### config.mk
export PLATFORM = sky130hd
export DESIGN_NAME = comp_a2_serial
export DESIGN_NICKNAME = d
export VERILOG_FILES = /design/src/rtl/comp_a2_serial.sv
export SDC_FILE = /design/constraint.sdc
export NUM_CORES = 1
export LEC_CHECK = 0
export ABC_AREA = 1
export BUFFER_PORTS_ARGS = -buffer_cell sky130_fd_sc_hd__buf_2
export CORE_MARGIN = 5
export CORE_UTILIZATION = 54
export DETAILED_ROUTE_END_ITERATION = 8
export MAX_ROUTING_LAYER = met4
export PLACE_DENSITY = 0.89
export RECOVER_POWER = 100
export SLEW_MARGIN = 20
export SYNTH_ARGS = -nofsm -noshare
export SYNTH_HDL_FRONTEND = slang
export SYNTH_SLANG_ARGS = --single-unit
### constraint.sdc
create_clock -name clk -period 3.1 [get_ports clk]
set_input_delay 0.62 -clock clk [delete_from_list [all_inputs] [get_ports clk]]
set_output_delay 0.62 -clock clk [all_outputs]
set_load 0.1 [all_outputs]
### src/rtl/comp_a2_serial.sv
`default_nettype none
// ============================================================================
//  Module   : comp_a2_serial
//  Brief    : Bit-serial two's-complement negator, LSB-first, one bit per
//             clock, valid/ready on both sides, overflow and zero flags.
//             Optional absolute-value mode enabled by COMP_A2_SERIAL_ABS_EN.
//  Revision : 1.0 - initial release
// ============================================================================
module comp_a2_serial #(
    parameter int WIDTH = 4,
    parameter int CNT_W = $clog2(WIDTH)
) (
    input  logic             clk,
    input  logic             rst,
    input  logic             in_valid,
    output logic             in_ready,
    input  logic [WIDTH-1:0] in_data,
`ifdef COMP_A2_SERIAL_ABS_EN
    input  logic             abs_mode,
`endif
    output logic             out_valid,
    input  logic             out_ready,
    output logic [WIDTH-1:0] out_data,
    output logic             ovf,
    output logic             zero,
    output logic             busy
);

    localparam logic [1:0]       c_st_idle  = 2'd0;
    localparam logic [1:0]       c_st_shift = 2'd1;
    localparam logic [1:0]       c_st_done  = 2'd2;
    localparam logic [CNT_W-1:0] c_last     = CNT_W'(WIDTH - 1);

    logic [1:0]       r_state;
    logic [1:0]       w_state_nxt;
    logic [WIDTH-1:0] r_sreg;
    logic [WIDTH-1:0] r_res;
    logic [CNT_W-1:0] r_cnt;
    logic             r_seen;
    logic             r_ovf;
    logic             r_zero;
    logic             w_accept;
    logic             w_consume;
    logic             w_last;
    logic             w_bit;
    logic             w_inv;
    logic             w_res_bit;

    assign w_last    = (r_cnt == c_last);
    assign w_bit     = r_sreg[0];
    assign w_res_bit = w_bit ^ w_inv;

`ifdef COMP_A2_SERIAL_ABS_EN
    // Set when a non-negative operand arrives in abs mode: copy every bit.
    logic r_pass;

    always_ff @(posedge clk) begin
        if (rst) begin
            r_pass <= 1'b0;
        end else if (w_accept) begin
            r_pass <= abs_mode & ~in_data[WIDTH-1];
        end
    end

    assign w_inv = r_seen & ~r_pass;
`else
    assign w_inv = r_seen;
`endif

    always_ff @(posedge clk) begin
        if (rst) begin
            r_state <= c_st_idle;
        end else begin
            r_state <= w_state_nxt;
        end
    end

    always_comb begin
        w_state_nxt = r_state;
        in_ready    = 1'b0;
        out_valid   = 1'b0;
        busy        = 1'b0;
        w_accept    = 1'b0;
        w_consume   = 1'b0;
        case (r_state)
            c_st_idle: begin
                in_ready = 1'b1;
                w_accept = in_valid;
                if (in_valid) begin
                    w_state_nxt = c_st_shift;
                end
            end
            c_st_shift: begin
                busy = 1'b1;
                if (w_last) begin
                    w_state_nxt = c_st_done;
                end
            end
            c_st_done: begin
                busy      = 1'b1;
                out_valid = 1'b1;
                w_consume = out_ready;
                if (out_ready) begin
                    w_state_nxt = c_st_idle;
                end
            end
            default: begin
                w_state_nxt = c_st_idle;
            end
        endcase
    end

    // Datapath: the result register fills from the top so that after WIDTH
    // shifts the first-processed bit sits at bit 0.
    always_ff @(posedge clk) begin
        if (rst) begin
            r_sreg <= '0;
            r_res  <= '0;
            r_cnt  <= '0;
            r_seen <= 1'b0;
            r_ovf  <= 1'b0;
            r_zero <= 1'b0;
        end else begin
            if (w_accept) begin
                r_sreg <= in_data;
                r_cnt  <= '0;
                r_seen <= 1'b0;
            end
            if (r_state == c_st_shift) begin
                r_sreg <= {1'b0, r_sreg[WIDTH-1:1]};
                r_res  <= {w_res_bit, r_res[WIDTH-1:1]};
                r_seen <= r_seen | w_bit;
                r_cnt  <= r_cnt + CNT_W'(1);
                if (w_last) begin
                    // Last bit is the MSB: a lone 1 there is the most negative value.
                    r_ovf  <= w_bit & ~r_seen;
                    r_zero <= ~(r_seen | w_bit);
                end
            end
            if (w_consume) begin
                r_ovf  <= 1'b0;
                r_zero <= 1'b0;
            end
        end
    end

    assign out_data = r_res;
    assign ovf      = r_ovf;
    assign zero     = r_zero;

endmodule
`default_nettype wire

==> key figures, run 1 <==
Route
  – Number of DRC markers in iteration 0: 16
  – Via density per instance: 4.98
  – DRC: 0
  – Via count: 657
  – DRT antenna net count: 0
  – Total wire length: 1340 um
  – WL/cell: 10.2 um
  – 1st-pass router iterations: 4

Timing
  – Slew @ Worst Pin: 1.17 ns
  – Min Tclk post-route: 2.44 ns
  – Final Setup Violations: 0
  – RSZ-0062 raised after global routing: no
  – Final setup TNS: 0 ns
  – Relative slew margins: 22.6%
  – Skew final: 0.00696 ns
  – Slew Limit Fails: 0
  – Fin crit share: 78.6%
  – Fin. Hold Viols: 0
  – Max Fclk: 0.410 GHz

Clock network
  – Hold Buf Count CTS: 0
  – Post-cts sizing count: 0
  – Setup bufs post-CTS: 0
  – Clock Tree Root: clkbuf_4
  – CTS Sinks: 15
  – Clock latency on the worst-skew pair: 0.29 ns
  – H-tree levels: 1
  – Clock buffer depth: 2
  – CTS tree: done
  – Clock transition at path regs: 0.09 ns
  – Cts bufs inserted: 3

Place
  – Number of port buffers: 16
  – Placer Congestion: 0.768
  – Dpl hpwl: 1050 um

Global routing
  – Largest net degree at the start of global routing: 14
  – Global route hottest layer: met2
  – Grt met3 use: 3.52%
  – M1 GR Usage: 16.8%
  – Met2 Track Usage GR: 22.5%
  – Initial antenna violation count: 0
  – First-pass GRT wire length: 2150 um
  – Gr ovfl total: 0
  – Vias in the first global route: 524
  – Gr usage total: 15.0%

Worst setup path
  – Setup CP Type: reg -> out
  – CP Capture Type: output pin
  – Worst path depth: 3
  – CP Data Arrival Time: 1.82 ns
  – Worst R2R Start: r_state[1]
  – CP Max Fanout: 3
  – R2r worst-path depth: 7
  – Cell family with most CP delay: buffers and inverters
  – Critical R2R Capture: r_sreg[0]
  – R2R setup slack: 1.41 ns
  – Worst Path Required: 2.48 ns
  – Crit path buffers/inverters: 2
  – Crit-path max cell delay: 0.85 ns
  – Slowest cell on crit path: clkbuf_1
  – CP Launch Type: flop
  – Cell chain of the critical path: inv_1, ha_1, clkbuf_1

Run status
  – Status: complete, no violations

Floorplanning
  – Row Count: 13
  – Die Area: 0.00215 sq mm
  – Starting Density: 56.3%
  – Core Area: 0.00127 sq mm
  – Die Y: 46.4 um
  – Number of I/O pins: 17
  – Die W: 46.4 um

Hold path
  – Hold path depth: 2
  – Hold wc startpoint: ovf
  – Hold Path Sink: ovf
  – Hold WC Path Type: reg -> reg

Yosys
  – Mapped Area: 714 sq um
  – Post-Syn Nets: 113
  – Synth unique cells: 16
  – Avg Inst Size Synth: 7.22 sq um
  – Synth Instances: 99
  – Seq/Total Area, Yosys: 42.0%
  – Ys Warns: 0
  – Synthesized flop and latch total: 15

Layout
  – Inserted Diodes: 0
  – Filler instances: 125
  – Layout area overhead: 12.6%
  – Nets: 132
  – Fraction of layout cells with a size suffix above 1: 9.40%

Run
  – Max-Cap Viols: 0
cell type report:
cell class,instances,area (sq um),share of cell area (%)
Multi-Input combinational cell,70,345,42.9
Sequential cell,15,300,37.3
Timing Repair Buffer,16,68.8,8.55
Inverter,12,45.0,5.60
Clock buffer,4,26.3,3.27
Tap cell,15,18.8,2.33
state kept, by name, summed over array words and instances, names as in the netlist:
| name | cells |
|---|---|
| out_data | 4 |
| r_sreg | 4 |
| r_cnt | 2 |
| r_state | 2 |
| ovf | 1 |
| r_seen | 1 |
| zero | 1 |
cell usage in the layout (no fill, tap or decap), types with 2 or more instances in the layout:
cell	Yosys	routed
nand2_1	27	28
nor2_1	21	21
dfxtp_1	15	15
inv_1	10	12
clkbuf_1	0	10
o21ai_0	7	7
buf_2	1	7
ha_1	6	6
clkbuf_4	0	3
nand3_1	2	2
a21oi_1	2	2
cell usage after synthesis:
master	count	area share, %
a211oi_1	1	1.1
ha_1	6	11
a21oi_2	1	1.2
o211ai_1	1	1.1
o21ai_0	7	4.9
nand2_1	27	14
nor2_1	21	11
nand2_4	1	1.6
a21oi_1	2	1.4
nand3_1	2	1.4
buf_6	1	1.6
buf_2	1	0.70
inv_2	2	1.1
dfxtp_1	15	42
inv_1	10	5.3
o21a_1	1	1.1
kinds of logic (layout without fill, tap and decap cells):
logic type | Yosys count | in the layout | share of synthesized area (%)
buffers and inverters | 14 | 32 | 8.58
AOI/OAI and AO/OA | 13 | 13 | 10.7
adders and majority gates | 6 | 6 | 10.5
and+or+nand+nor | 51 | 51 | 28.2
DFF | 15 | 15 | 42.0
worst max-delay path by stage:
| stage | to | startpoint | slack [ns] |
|---|---|---|---|
| 2_1_floorplan | r_seen | r_state[0] | 1.18 |
| 3_3_place_gp | busy | r_state[0] | 1.43 |
| 3_5_place_dp | in_ready | r_state[0] | 1.41 |
| 4_1_cts | in_ready | r_state[0] | 1.09 |
| 5_1_grt | in_ready | r_state[0] | 0.58 |
| 6_report | busy | r_state[0] | 0.66 |
layer usage:
layer	vias to the layer above	wire [um]
met3	4	76
met1	298	606
met5	-	0
met2	15	634
met4	0	25
li1	340	-
worst register-to-register path, cell delays in order, from the launching register on:
cell and delay, ns:
dfxtp_1 0.32, inv_1 0.09, ha_1 0.43, inv_1 0.27
nand2_1 0.23, inv_1 0.11, nor2_1 0.10, nor2_1 0.05
metrics by stage:
step           setup WS (ns)  utilization (%)  cells  area, sq um  hold slack (ns)
2_1_floorplan           1.18                -     99          714            0.437
3_3_place_gp            1.43             62.8    128          797            0.446
3_5_place_dp            1.41             62.8    128          797            0.455
4_1_cts                 1.09             64.9    132          823            0.468
5_1_grt                0.579             63.4    132          805            0.485
6_report               0.663             63.4    132          805            0.466
Power of run 1 is not shown: default switching activity piles up to over one toggle a cycle in this logic, so the estimate is an artifact.
==> run 2, diff against run 1 <==
- CORE_UTILIZATION: 54 -> 50
- PLACE_DENSITY: 0.89 -> 0.84
- clock period: 3.1 -> 2.5 ns (I/O delays scaled with it)
==> key figures, run 2 (synthesized netlist as in run 1, its figures left out) <==
Run status
  – Status: complete, no violations

Layout
  – Fraction of layout cells with a size suffix above 1: 12.0% (+2.6 points)
  – Layout area overhead: 13.1%
  – Filler instances: 136 (+8.8%)
  – Commonest non-fill, non-tap cells in the layout: nand2_1, nor2_1, dfxtp_1, inv_1
  – Nets: 132 (unchanged)
  – Inserted Diodes: 0 (unchanged)
  – Commonest non-fill, non-tap cell in the layout: nand2_1

Timing
  – Final setup TNS: 0 ns (unchanged)
  – Slew Limit Fails: 0 (unchanged)
  – Slew @ Worst Pin: 1.16 ns (-0.00317 ns)
  – Final Setup Violations: 0 (unchanged)
  – Fin. Hold Viols: 0 (unchanged)
  – RSZ-0062 raised after global routing: no
  – Max Fclk: 0.493 GHz
  – Skew final: 0.00693 ns (-0.0000217 ns)
  – Relative slew margins: 22.8% (+0.21 points)
  – Fin crit share: 81.1%
  – Min Tclk post-route: 2.03 ns

Worst setup path
  – Cell family with most CP delay: buffers and inverters
  – CP Capture Type: output pin
  – CP Max Fanout: 3 (unchanged)
  – Setup CP Type: reg -> out
  – Worst Path Required: 2.00 ns (-0.48 ns)
  – Crit path buffers/inverters: 1 (-1)
  – Worst R2R Start: r_state[1]
  – CP Launch Type: flop
  – CP Data Arrival Time: 1.53 ns (-0.29 ns)
  – Cell chain of the critical path: clkbuf_1
  – Slowest cell on crit path: clkbuf_1
  – Crit-path max cell delay: 0.87 ns (+0.02 ns)
  – Worst Setup SP: out_data[2]

Route
  – Via density per instance: 4.89 (-1.8%)
  – Number of DRC markers in iteration 0: 9 (-7)
  – DRC: 0 (unchanged)
  – DRT antenna net count: 0 (unchanged)
  – Via count: 645 (-1.8%)
  – Total wire length: 1450 um (+7.5%)
  – 1st-pass router iterations: 4 (unchanged)
  – WL/cell: 10.9 um (+7.5%)

Global routing
  – Gr usage total: 15.7% (+0.64 points)
  – Vias in the first global route: 575 (+9.7%)
  – First-pass GRT wire length: 2360 um (+10%)
  – Initial antenna violation count: 0 (unchanged)
  – Gr ovfl total: 0 (unchanged)
  – Largest net degree at the start of global routing: 14 (unchanged)

Floorplanning
  – Die W: 47.8 um (+3.1%)
  – Die Y: 47.8 um (+3.1%)
  – Starting Density: 53.6% (-2.7 points)
  – Row Count: 13 (unchanged)
  – Core Area: 0.00133 sq mm (+5.1%)
  – Die Area: 0.00228 sq mm (+6.2%)
  – Number of I/O pins: 17 (unchanged)

Clock network
  – Clock Tree Root: clkbuf_4
  – Clock transition at path regs: 0.09 ns (about the same)
  – CTS Sinks: 15 (unchanged)
  – Setup bufs post-CTS: 0 (unchanged)
  – Clock buffer depth: 2 (unchanged)
  – CTS tree: done
  – Cts bufs inserted: 3 (unchanged)
  – H-tree levels: 1 (unchanged)
  – Post-cts sizing count: 0 (unchanged)
  – Clock latency on the worst-skew pair: 0.28 ns (about the same)
  – Hold Buf Count CTS: 0 (unchanged)

Run
  – Max-Cap Viols: 0 (unchanged)

Place
  – Number of port buffers: 16 (unchanged)
  – Placer Congestion: 0.750 (-2.4%)
  – Dpl hpwl: 1090 um (+3.7%)

Hold path
  – Hold wc startpoint: rst
  – Hold WC Path Type: in -> reg
-- run 2: cell count changes in the layout (fill, tap and decap cells not counted) --
cell / before / now
clkbuf_1: 10 / 7
clkbuf_2: 0 / 3
-- run 2: cell type report --
class | instances | area (sq um) | area share [%]
multi-input combinational | 70 | 345 | 42.7
timing repair buffer | 16 | 72.6 | 8.98
tap | 15 | 18.8 | 2.32
clock buffer | 4 | 26.3 | 3.25
inverter | 12 | 45.0 | 5.57
sequential | 15 | 300 | 37.2
-- run 2: final timing paths --
check	slack [ns]	depth (start not counted)	to
setup / recovery	0.47	1	out_data[2]
hold / removal	0.39	2	r_cnt[1]
setup reg to reg	0.76	7	r_sreg[0]
hold reg to reg	0.49	2	r_sreg[3]
-- run 2: routing by layer --
metal,global-route usage (%),part of all wire [%]
met4,4.84,0.76
met3,6.77,6.9
met1,18.2,46
met2,24.3,46
met5,-,0
-- run 2: stage by stage --
step | utilization [%] | hold WS [ns] | setup slack [ns] | cells | instance area (sq um)
floorplan | - | 0.437 | 0.582 | 99 | 714
CTS | 61.7 | 0.381 | 0.581 | 132 | 823
finish | 60.6 | 0.387 | 0.472 | 132 | 808
detailed placement | 59.8 | 0.463 | 0.919 | 128 | 797
global placement | 59.8 | 0.444 | 0.949 | 128 | 797
global route | 60.6 | 0.375 | 0.423 | 132 | 808
Power of run 2 is left out for the same reason.
